===== src/rtl/alu_rr_scheduler.sv =====
// Round-robin front end that time-shares one external 8-bit combinational ALU
// between NUM_REQ requesters and returns each result on one tagged response channel.
module alu_rr_scheduler #(
    parameter int NUM_REQ = 4,
    parameter int ID_W    = 2
) (
    input  logic                 clk,
    input  logic                 rst,
    input  logic [NUM_REQ-1:0]   req_valid,
    output logic [NUM_REQ-1:0]   req_ready,
    input  logic [8*NUM_REQ-1:0] req_a,
    input  logic [8*NUM_REQ-1:0] req_b,
    input  logic [4*NUM_REQ-1:0] req_sel,
    output logic [7:0]           alu_a,
    output logic [7:0]           alu_b,
    output logic [3:0]           alu_sel,
    input  logic [7:0]           alu_out,
    input  logic                 alu_carry,
    output logic                 rsp_valid,
    input  logic                 rsp_ready,
    output logic [7:0]           rsp_data,
    output logic                 rsp_carry,
    output logic                 rsp_err,
    output logic [ID_W-1:0]      rsp_id,
    output logic                 busy
);

    localparam logic [3:0] SEL_DIV = 4'b0011;

    typedef enum logic [1:0] {IDLE, EXEC, RESP} state_t;

    state_t          state_q, state_d;
    logic [ID_W-1:0] ptr_q, ptr_d;
    logic [7:0]      op_a_q, op_a_d;
    logic [7:0]      op_b_q, op_b_d;
    logic [3:0]      op_sel_q, op_sel_d;
    logic [ID_W-1:0] id_q, id_d;
    logic [7:0]      rsp_data_q, rsp_data_d;
    logic            rsp_carry_q, rsp_carry_d;
    logic            rsp_err_q, rsp_err_d;

    logic [7:0] a_slice   [NUM_REQ];
    logic [7:0] b_slice   [NUM_REQ];
    logic [3:0] sel_slice [NUM_REQ];

    for (genvar gi = 0; gi < NUM_REQ; gi++) begin : g_slice
        assign a_slice[gi]   = req_a[8*gi +: 8];
        assign b_slice[gi]   = req_b[8*gi +: 8];
        assign sel_slice[gi] = req_sel[4*gi +: 4];
    end

    // Lowest valid index at or above ptr wins; otherwise wrap to the lowest valid index.
    logic            hi_found, lo_found, grant_found;
    logic [ID_W-1:0] hi_idx, lo_idx, grant_idx, ptr_next;

    always_comb begin
        hi_found = 1'b0;
        lo_found = 1'b0;
        hi_idx   = '0;
        lo_idx   = '0;
        for (int k = NUM_REQ - 1; k >= 0; k--) begin
            if (req_valid[k]) begin
                lo_found = 1'b1;
                lo_idx   = ID_W'(k);
                if (k >= int'(ptr_q)) begin
                    hi_found = 1'b1;
                    hi_idx   = ID_W'(k);
                end
            end
        end
        grant_found = lo_found;
        grant_idx   = hi_found ? hi_idx : lo_idx;
        ptr_next    = (grant_idx == ID_W'(NUM_REQ - 1)) ? '0 : grant_idx + ID_W'(1);
    end

    assign req_ready = (state_q == IDLE && grant_found && !rst)
                     ? (NUM_REQ'(1) << grant_idx) : '0;

    always_comb begin
        state_d     = state_q;
        ptr_d       = ptr_q;
        op_a_d      = op_a_q;
        op_b_d      = op_b_q;
        op_sel_d    = op_sel_q;
        id_d        = id_q;
        rsp_data_d  = rsp_data_q;
        rsp_carry_d = rsp_carry_q;
        rsp_err_d   = rsp_err_q;
        case (state_q)
            IDLE: begin
                if (grant_found) begin
                    op_a_d   = a_slice[grant_idx];
                    op_b_d   = b_slice[grant_idx];
                    op_sel_d = sel_slice[grant_idx];
                    id_d     = grant_idx;
                    ptr_d    = ptr_next;
                    state_d  = EXEC;
                end
            end
            EXEC: begin
                rsp_data_d  = alu_out;
                rsp_carry_d = alu_carry;
                rsp_err_d   = 1'b0;
                // Divide by zero returns all-ones with the error flag instead of the ALU value.
                if (op_sel_q == SEL_DIV && op_b_q == 8'd0) begin
                    rsp_data_d = 8'hFF;
                    rsp_err_d  = 1'b1;
                end
                state_d = RESP;
            end
            RESP: begin
                if (rsp_ready) begin
                    state_d = IDLE;
                end
            end
            default: state_d = IDLE;
        endcase
    end

    always_ff @(posedge clk or posedge rst) begin
        if (rst) begin
            state_q     <= IDLE;
            ptr_q       <= '0;
            op_a_q      <= '0;
            op_b_q      <= '0;
            op_sel_q    <= '0;
            id_q        <= '0;
            rsp_data_q  <= '0;
            rsp_carry_q <= 1'b0;
            rsp_err_q   <= 1'b0;
        end else begin
            state_q     <= state_d;
            ptr_q       <= ptr_d;
            op_a_q      <= op_a_d;
            op_b_q      <= op_b_d;
            op_sel_q    <= op_sel_d;
            id_q        <= id_d;
            rsp_data_q  <= rsp_data_d;
            rsp_carry_q <= rsp_carry_d;
            rsp_err_q   <= rsp_err_d;
        end
    end

    assign alu_a     = op_a_q;
    assign alu_b     = op_b_q;
    assign alu_sel   = op_sel_q;
    assign rsp_valid = (state_q == RESP);
    assign rsp_data  = rsp_data_q;
    assign rsp_carry = rsp_carry_q;
    assign rsp_err   = rsp_err_q;
    assign rsp_id    = id_q;
    assign busy      = (state_q != IDLE);

endmodule


===== config.mk =====
export PLATFORM = sky130hd
export DESIGN_NAME = alu_rr_scheduler
export DESIGN_NICKNAME = d
export VERILOG_FILES = /design/src/rtl/alu_rr_scheduler.sv
export SDC_FILE = /design/constraint.sdc
export NUM_CORES = 1
export LEC_CHECK = 0
export BUFFER_PORTS_ARGS = -buffer_cell sky130_fd_sc_hd__buf_2
export CAP_MARGIN = 20
export CORE_UTILIZATION = 44
export DETAILED_ROUTE_END_ITERATION = 12
export PLACE_DENSITY = 0.9
export SLEW_MARGIN = 5
export SYNTH_ARGS = -nofsm -noshare
export SYNTH_HDL_FRONTEND = slang
export SYNTH_SLANG_ARGS = --single-unit

===== constraint.sdc =====
create_clock -name clk -period 2.8 [get_ports clk]
set_input_delay 0.42 -clock clk [delete_from_list [all_inputs] [get_ports clk]]
set_output_delay 0.42 -clock clk [all_outputs]
set_load 0.05 [all_outputs]

==> impl_summary.log, run 1 <==
[metrics] depth of the most critical reg-to-reg path: 6
[metrics] Switching Fraction: a little over half
[metrics] part of the total power dissipated in the clock network: around a tenth
[metrics] Layout Cell Area excl Fill: just over 0.003 mm2
[metrics] height of the die: 73.3 um
[metrics] crit start category: flop
[metrics] result of the run: complete, no violations
[metrics] floorplan core area: 0.00482 mm2
[metrics] compound-cell area share of the yosys netlist: around 27%
[metrics] Core Rows: 25
[metrics] leakage dissipation: between 0.0015 and 0.002 uW
[metrics] total setup violations reported at the end of the flow: 0
[metrics] post-synthesis simple-gate area fraction: between 10% and 20%
[metrics] startpoint-to-endpoint class of the critical path: flop to primary output
[metrics] fraction of the mapped netlist area in adder cells: 0.559%
[metrics] count of flip-flops with a built-in enable after synthesis: 0
[metrics] cell with the biggest individual delay on the critical path: sky130_fd_sc_hd__or2_2
[metrics] clock tree buffer depth: 2
[metrics] cell class contributing the biggest share of worst-path delay: simple AND/OR/NAND/NOR gates
[metrics] number of global-route vias before repair: around 2300
[metrics] Fin Hold WS: approximately 0.21 ns
[metrics] synthesized cell area: 0.00224 mm2
[metrics] Reg2Reg Launch Point: ptr_q[1]$_DFFE_PP0N_
[metrics] CP max stage delay: 0.48 ns
[metrics] Reg2Reg Capture Point: alu_sel[1]$_DFFE_PP0N_
[metrics] leftover overflow at the end of global routing: 0
[metrics] xor/xnor cell area share of the yosys netlist: 0%
[metrics] relative contribution of sequential cells to total power: around a quarter
[metrics] fraction of layout cells with a size suffix above 1: 52.5%
[metrics] overall die width: 73.3 um
[metrics] Final Cycle Share: 88.6%
[metrics] number of cells produced by synthesis: 215
[metrics] floorplan die area: around 0.0054 mm2
[metrics] most common cell after layout, fill and taps aside: sky130_fd_sc_hd__buf_2
[metrics] top library cells by usage in the layout, fill and taps aside: sky130_fd_sc_hd__buf_2, sky130_fd_sc_hd__dfrtp_1, sky130_fd_sc_hd__a21oi_1
[metrics] drt first-iter violations: around 170
[metrics] starting density of the core: a little under half
[metrics] series of cell instances along the critical path: or2_1, or2_2, inv_1, and4_1, buf_2
[metrics] max frequency: ~0.40 GHz
[metrics] nets: roughly 440
[metrics] number of fillers in the final layout: roughly 410
[metrics] syn nets: around 310
[metrics] number of vias per cell after detailed routing: 5.80
[metrics] average footprint of a synthesized cell: about 10 um2
[metrics] post-synthesis mux area share: 13.5%
[metrics] router iterations before antenna repair: 4
[metrics] clock root buffer master: sky130_fd_sc_hd__clkbuf_8
[metrics] largest fanout on the critical path: 20
[metrics] critical path endpoint category: primary output
[metrics] Register-to-Register Setup Slack: between 0.5 and 0.6 ns
[metrics] Via Count: between 2000 and 2500
[metrics] Placer Congestion: 0.827
[metrics] leading register cell type out of synthesis: sky130_fd_sc_hd__dfrtp_1
[metrics] first-pass GRT wire length: roughly 10000 um
[metrics] TritonCTS Buffers: 5
[metrics] H-Tree Level Count: 2
[metrics] count of pins over their slew limit: 0
[metrics] main combinational cell family by area after synthesis: compound AO/OA/AOI/OAI gates
[metrics] I/O pin count: ~130
[metrics] number of post-CTS setup repair buffers: 0
[metrics] hpwl dp: around 4900 um
[metrics] post-route DRC violation count: 0
[metrics] FFs w/ async S/R, synth: between 90% and 100%
[metrics] GRT Overall Usage: ~26%
[metrics] sequential element share of the synthesized area: between 40% and 50%
[metrics] Period minus WS final: 2.48 ns
[metrics] net load switching power: ~2000 uW
[metrics] required time of the critical path: between 2 and 2.5 ns
[metrics] Logic pwr share: 65.0%
[metrics] post-route clock skew: 0.00830 ns
[metrics] Antenna Diode Count: 0
[metrics] Resized cells post-CTS: 0
[metrics] initial antenna violation count: 0
[metrics] Hold WC Path Type: primary input to asynchronous set/reset pin
[metrics] final number of hold-violating endpoints: 0
[metrics] areal power density over the cells: about 1200 mW/mm2
[metrics] count of warnings emitted by yosys: 0
[metrics] buffers added on ports: between 100 and 150
[metrics] sinks on the clock net: 36
[metrics] count of different cell masters after synthesis: 31
[metrics] worst ir drop on vdd: just under 0.0006 V
[metrics] Slew headroom: a little under a third
[metrics] TritonCTS clock tree: done
[metrics] register bit count reported by yosys: 36
[metrics] CP Buf/Inv Count: 2
[metrics] final wirelength: around 6700 um
[metrics] pin count of the biggest net entering global routing: 22
[metrics] layout overhead on the synthesized area: 36.9%
[metrics] average wire length per cell after detail routing: between 15 and 20 um
[metrics] launch point of the worst path: state_q[0]$_DFFE_PP0P_
[metrics] clk slew on worst S/H paths: around 0.080 ns
[metrics] total cell area at the placement stage: slightly below 0.003 mm2
[metrics] setup repair after global routing missed its margin: no
[metrics] critical path data arrival time: 2.06 ns
[metrics] clock latency at the later pin of the worst-skew pair: slightly below 0.3 ns
[metrics] internal power: 1760 uW
[metrics] count of nets left with antenna violations after detail routing: 0
[metrics] slew at the pin closest to its max-slew limit: 1.03 ns
[metrics] Hold-fix buffers, CTS: 0
[metrics] number of violations of the max-capacitance limit: 0
[sequential cells by signal, indices dropped and copies added (netlist names)]
register   count
alu_a          8
alu_b          8
rsp_data       8
alu_sel        4
ptr_q          2
rsp_id         2
state_q        2
rsp_carry      1
rsp_err        1
[stage by stage]
stage          utilization, %  setup TNS (ns)  cells  setup WS (ns)  total power, uW
2_1_floorplan               -          -0.357    215         -0.179             2860
3_3_place_gp             61.8               0    402          0.536             3380
3_5_place_dp             61.8               0    402          0.499             3430
4_1_cts                  63.6               0    410          0.311             3800
5_1_grt                  63.6               0    410          0.196             4000
6_report                 63.6               0    410          0.319             3790
[per-layer routing]
metal	vias up	GRT usage, %	part of all wire, %
met4	0	10.5	1.9
met1	1133	33.5	41
met3	14	5.08	7.3
met2	122	41.5	49
li1	1110	-	-
met5	-	0	0
[synth_stat cells (2+ instances only)]
cell type	instances	share of area, %
sky130_fd_sc_hd__a21o_1	2	0.67
sky130_fd_sc_hd__a21oi_1	23	5.1
sky130_fd_sc_hd__a221o_1	20	8.9
sky130_fd_sc_hd__buf_6	3	1.5
sky130_fd_sc_hd__clkbuf_1	19	3.2
sky130_fd_sc_hd__dfrtp_1	36	40
sky130_fd_sc_hd__inv_1	4	0.67
sky130_fd_sc_hd__mux2_1	2	1.0
sky130_fd_sc_hd__mux2_2	4	2.0
sky130_fd_sc_hd__mux2_4	15	10
sky130_fd_sc_hd__nand2_1	10	1.7
sky130_fd_sc_hd__nand4_1	20	5.6
sky130_fd_sc_hd__nor2_1	3	0.50
sky130_fd_sc_hd__nor2b_1	2	0.56
sky130_fd_sc_hd__nor4_1	5	1.4
sky130_fd_sc_hd__o21a_1	2	0.67
sky130_fd_sc_hd__o22a_1	9	3.5
sky130_fd_sc_hd__o31ai_1	21	7.0
sky130_fd_sc_hd__or2_2	3	0.84
[kinds of logic after synthesis]
kind of cell	count (synthesis)
simple gates	48
mux	22
flops	36
compound gates	80
buf+inv	28
fa+ha+maj	1
[layout make-up]
| class | count | area (um2) | share of cell area, % |
|---|---|---|---|
| Clock buffer | 5 | 68.8 | 2.25 |
| Sequential cell | 36 | 901 | 29.4 |
| Timing Repair Buffer | 143 | 741 | 24.2 |
| Tap cell | 67 | 83.8 | 2.74 |
| Inverter | 5 | 18.8 | 0.613 |
| Multi-Input combinational cell | 151 | 1230 | 40.2 |
| Clock inverter | 3 | 18.8 | 0.613 |
[power groups by stage]
| stage | Sequential (uW) | Clock (uW) | Combinational, uW |
|---|---|---|---|
| after floorplan | 1710 | 0 | 1150 |
| after CTS | 955 | 379 | 2470 |
| final | 957 | 369 | 2470 |
| after detailed placement | 960 | 0 | 2470 |
| after global routing | 992 | 404 | 2610 |
| after global placement | 962 | 0 | 2420 |
[worst max-delay path by stage]
| stage | endpoint | cells past startpoint |
|---|---|---|
| finish | req_ready[2] | 5 |
| global placement | alu_sel[1]$_DFFE_PP0N_ | 7 |
| CTS | req_ready[2] | 5 |
| global route | req_ready[2] | 5 |
| floorplan | req_ready[0] | 5 |
| detailed placement | alu_sel[3]$_DFFE_PP0N_ | 7 |
[worst register-to-register path: cells and delay by family, from the launching register on]
family,cells,cell delay (ns)
buffers and inverters,1,0.36
multiplexers,2,0.57
AND/OR/NAND/NOR,2,0.46
AO/OA/AOI/OAI,1,0.31
flip-flops,1,0.46
Power figures use the tool's default switching activity.
==> run 2: changes to the inputs <==
Settings changed: CORE_MARGIN set to 2, MAX_ROUTING_LAYER set to met4.
Clock period 2.8 ns to 2.7 ns, I/O delays scaled along.
==> impl_summary.log, run 2 (synthesized netlist as in run 1, its figures left out) <==
[metrics] top library cells by usage in the layout, fill and taps aside: sky130_fd_sc_hd__buf_2, sky130_fd_sc_hd__dfrtp_1, sky130_fd_sc_hd__a21oi_1
[metrics] Reg2Reg Capture Point: alu_b[4]$_DFFE_PP0N_
[metrics] CP max stage delay: 0.47 ns
[metrics] required time of the critical path: about 2.3 ns
[metrics] post-route clock skew: between 0.005 and 0.006 ns
[metrics] Reg2Reg Launch Point: state_q[0]$_DFFE_PP0P_
[metrics] internal power: roughly 1900 uW
[metrics] Antenna Diode Count: 0
[metrics] GRT Overall Usage: between 20% and 30%
[metrics] depth of the most critical reg-to-reg path: 6
[metrics] sinks on the clock net: 36
[metrics] number of fillers in the final layout: 422
[metrics] number of placed instances, taps included: approximately 400
[metrics] nets: between 400 and 500
[metrics] crit start category: flop
[metrics] fraction of layout cells with a size suffix above 1: ~53%
[metrics] floorplan die area: around 0.0057 mm2
[metrics] leakage dissipation: approximately 0.0016 uW
[metrics] number of post-CTS setup repair buffers: 0
[metrics] Final Cycle Share: between 90 and 100%
[metrics] Core Rows: 25
[metrics] areal power density over the cells: ~1300 mW/mm2
[metrics] Slew headroom: 31.9%
[metrics] number of violations of the max-capacitance limit: 0
[metrics] final wirelength: a little under 7000 um
[metrics] Layout Cell Area excl Fill: 0.00309 mm2
[metrics] series of cell instances along the critical path: mux2i_1, or2_2, nand3_4, buf_12, and4_1, buf_2
[metrics] critical path endpoint category: primary output
[metrics] Hold-fix buffers, CTS: 0
[metrics] height of the die: between 70 and 80 um
[metrics] starting density of the core: 46.4%
[metrics] count of nets left with antenna violations after detail routing: 0
[metrics] TritonCTS clock tree: done
[metrics] Register-to-Register Setup Slack: between 0.5 and 0.6 ns
[metrics] TritonCTS Buffers: 5
[metrics] hpwl dp: 5090 um
[metrics] total setup violations reported at the end of the flow: 0
[metrics] initial antenna violation count: 0
[metrics] floorplan core area: 0.00482 mm2
[metrics] part of the total power dissipated in the clock network: 10.0%
[metrics] Pwr Total: roughly 4000 uW
[metrics] Via Count: around 2400
[metrics] average wire length per cell after detail routing: around 17 um
[metrics] buffers added on ports: roughly 130
[metrics] setup repair after global routing missed its margin: no
[metrics] startpoint-to-endpoint class of the critical path: flop to primary output
[metrics] Period minus WS final: approximately 2.6 ns
[metrics] pin count of the biggest net entering global routing: 23
[metrics] setup TNS after final layout: 0 ns
[metrics] largest fanout on the critical path: 15
[metrics] Hold WC Path Type: primary input to asynchronous set/reset pin
[metrics] cell with the biggest individual delay on the critical path: sky130_fd_sc_hd__dfrtp_1
[metrics] clock latency at the later pin of the worst-skew pair: between 0.2 and 0.3 ns
[metrics] drt first-iter violations: roughly 120
[metrics] leftover overflow at the end of global routing: 0
[metrics] Final Non-Filler Cells: 411
[metrics] worst ir drop on vdd: 0.000576 V
[metrics] max frequency: approximately 0.4 GHz
[metrics] post-route DRC violation count: 0
[metrics] Switching Fraction: between 50% and 60%
[metrics] number of global-route vias before repair: around 2300
[metrics] Resized cells post-CTS: 0
[metrics] H-Tree Level Count: 2
[metrics] most common cell after layout, fill and taps aside: sky130_fd_sc_hd__buf_2
[metrics] net load switching power: 2110 uW
[metrics] router iterations before antenna repair: 4
[metrics] slew at the pin closest to its max-slew limit: around 1 ns
[metrics] count of pins over their slew limit: 0
[metrics] relative contribution of sequential cells to total power: around 25%
[metrics] total cell area at the placement stage: about 0.003 mm2
[metrics] Placer Congestion: roughly 0.90
[metrics] first-pass GRT wire length: between 10000 and 15000 um
[metrics] layout overhead on the synthesized area: 38.0%
[metrics] number of vias per cell after detailed routing: roughly 5.8
[metrics] I/O pin count: between 100 and 150
[metrics] result of the run: complete, no violations
[metrics] Logic pwr share: between 60% and 70%
[metrics] final number of hold-violating endpoints: 0
[metrics] clock root buffer master: sky130_fd_sc_hd__clkbuf_8
[metrics] overall die width: 75.3 um
[metrics] clock tree buffer depth: 2
[metrics] critical path data arrival time: roughly 2.2 ns
[metrics] clk slew on worst S/H paths: roughly 0.070 ns
[run 2: changes by cell type in the layout (fill, tap and decap cells not counted)]
cell                       change
sky130_fd_sc_hd__buf_12        +1
sky130_fd_sc_hd__clkbuf_8      +1
sky130_fd_sc_hd__clkinv_4      -1
[run 2: metrics by stage]
step	hold slack (ns)	worst slack (ns)	utilization, %
global route	0.230	0.0158	64.1
global placement	0.460	0.502	62.2
floorplan	0.486	-0.264	-
finish	0.214	0.138	64.1
detailed placement	0.466	0.443	62.2
CTS	0.213	0.135	64.1
[run 2: worst max-delay path by stage]
stage	startpoint	to	slack, ns	depth (start not counted)
final	ptr_q[1]$_DFFE_PP0N_	req_ready[2]	0.14	6
after global routing	ptr_q[1]$_DFFE_PP0N_	req_ready[3]	0.02	7
after CTS	ptr_q[1]$_DFFE_PP0N_	req_ready[2]	0.14	6
after global placement	req_valid[0]	req_ready[2]	0.50	7
after detailed placement	req_valid[0]	req_ready[2]	0.44	7
after floorplan	state_q[0]$_DFFE_PP0P_	req_ready[0]	-0.26	5
[run 2: layout make-up]
type                    instances  area (um2)  area share, %
inverters                       5        18.8          0.608
repair buffers                144         761           24.6
clock inverters                 2        10.0          0.324
clock buffers                   6        82.6           2.67
flip-flops and latches         36         901           29.2
well taps                      67        83.8           2.71
multi-input cells             151        1230           39.9
[run 2: routing by layer]
layer,up-vias,GRT usage (%),part of all wire [%]
met4,0,9.75,1.4
met5,-,-,0
met3,12,3.84,7.8
li1,1113,-,-
met1,1109,33.1,41
met2,139,39.9,50
[run 2: power groups by stage]
stage          Sequential [uW]  Clock, uW  Combinational (uW)
3_3_place_gp               996          0                2540
5_1_grt                   1030        428                2750
2_1_floorplan             1770          0                1200
6_report                   996        397                2590
3_5_place_dp               999          0                2590
4_1_cts                    993        406                2600
[run 2: critical path: cells and delay by family, from the launching register on]
family                 cells  cell delay [ns]
buffers and inverters      2             0.47
DFF                        1             0.47
muxes                      1             0.17
and+or+nand+nor            3             0.76
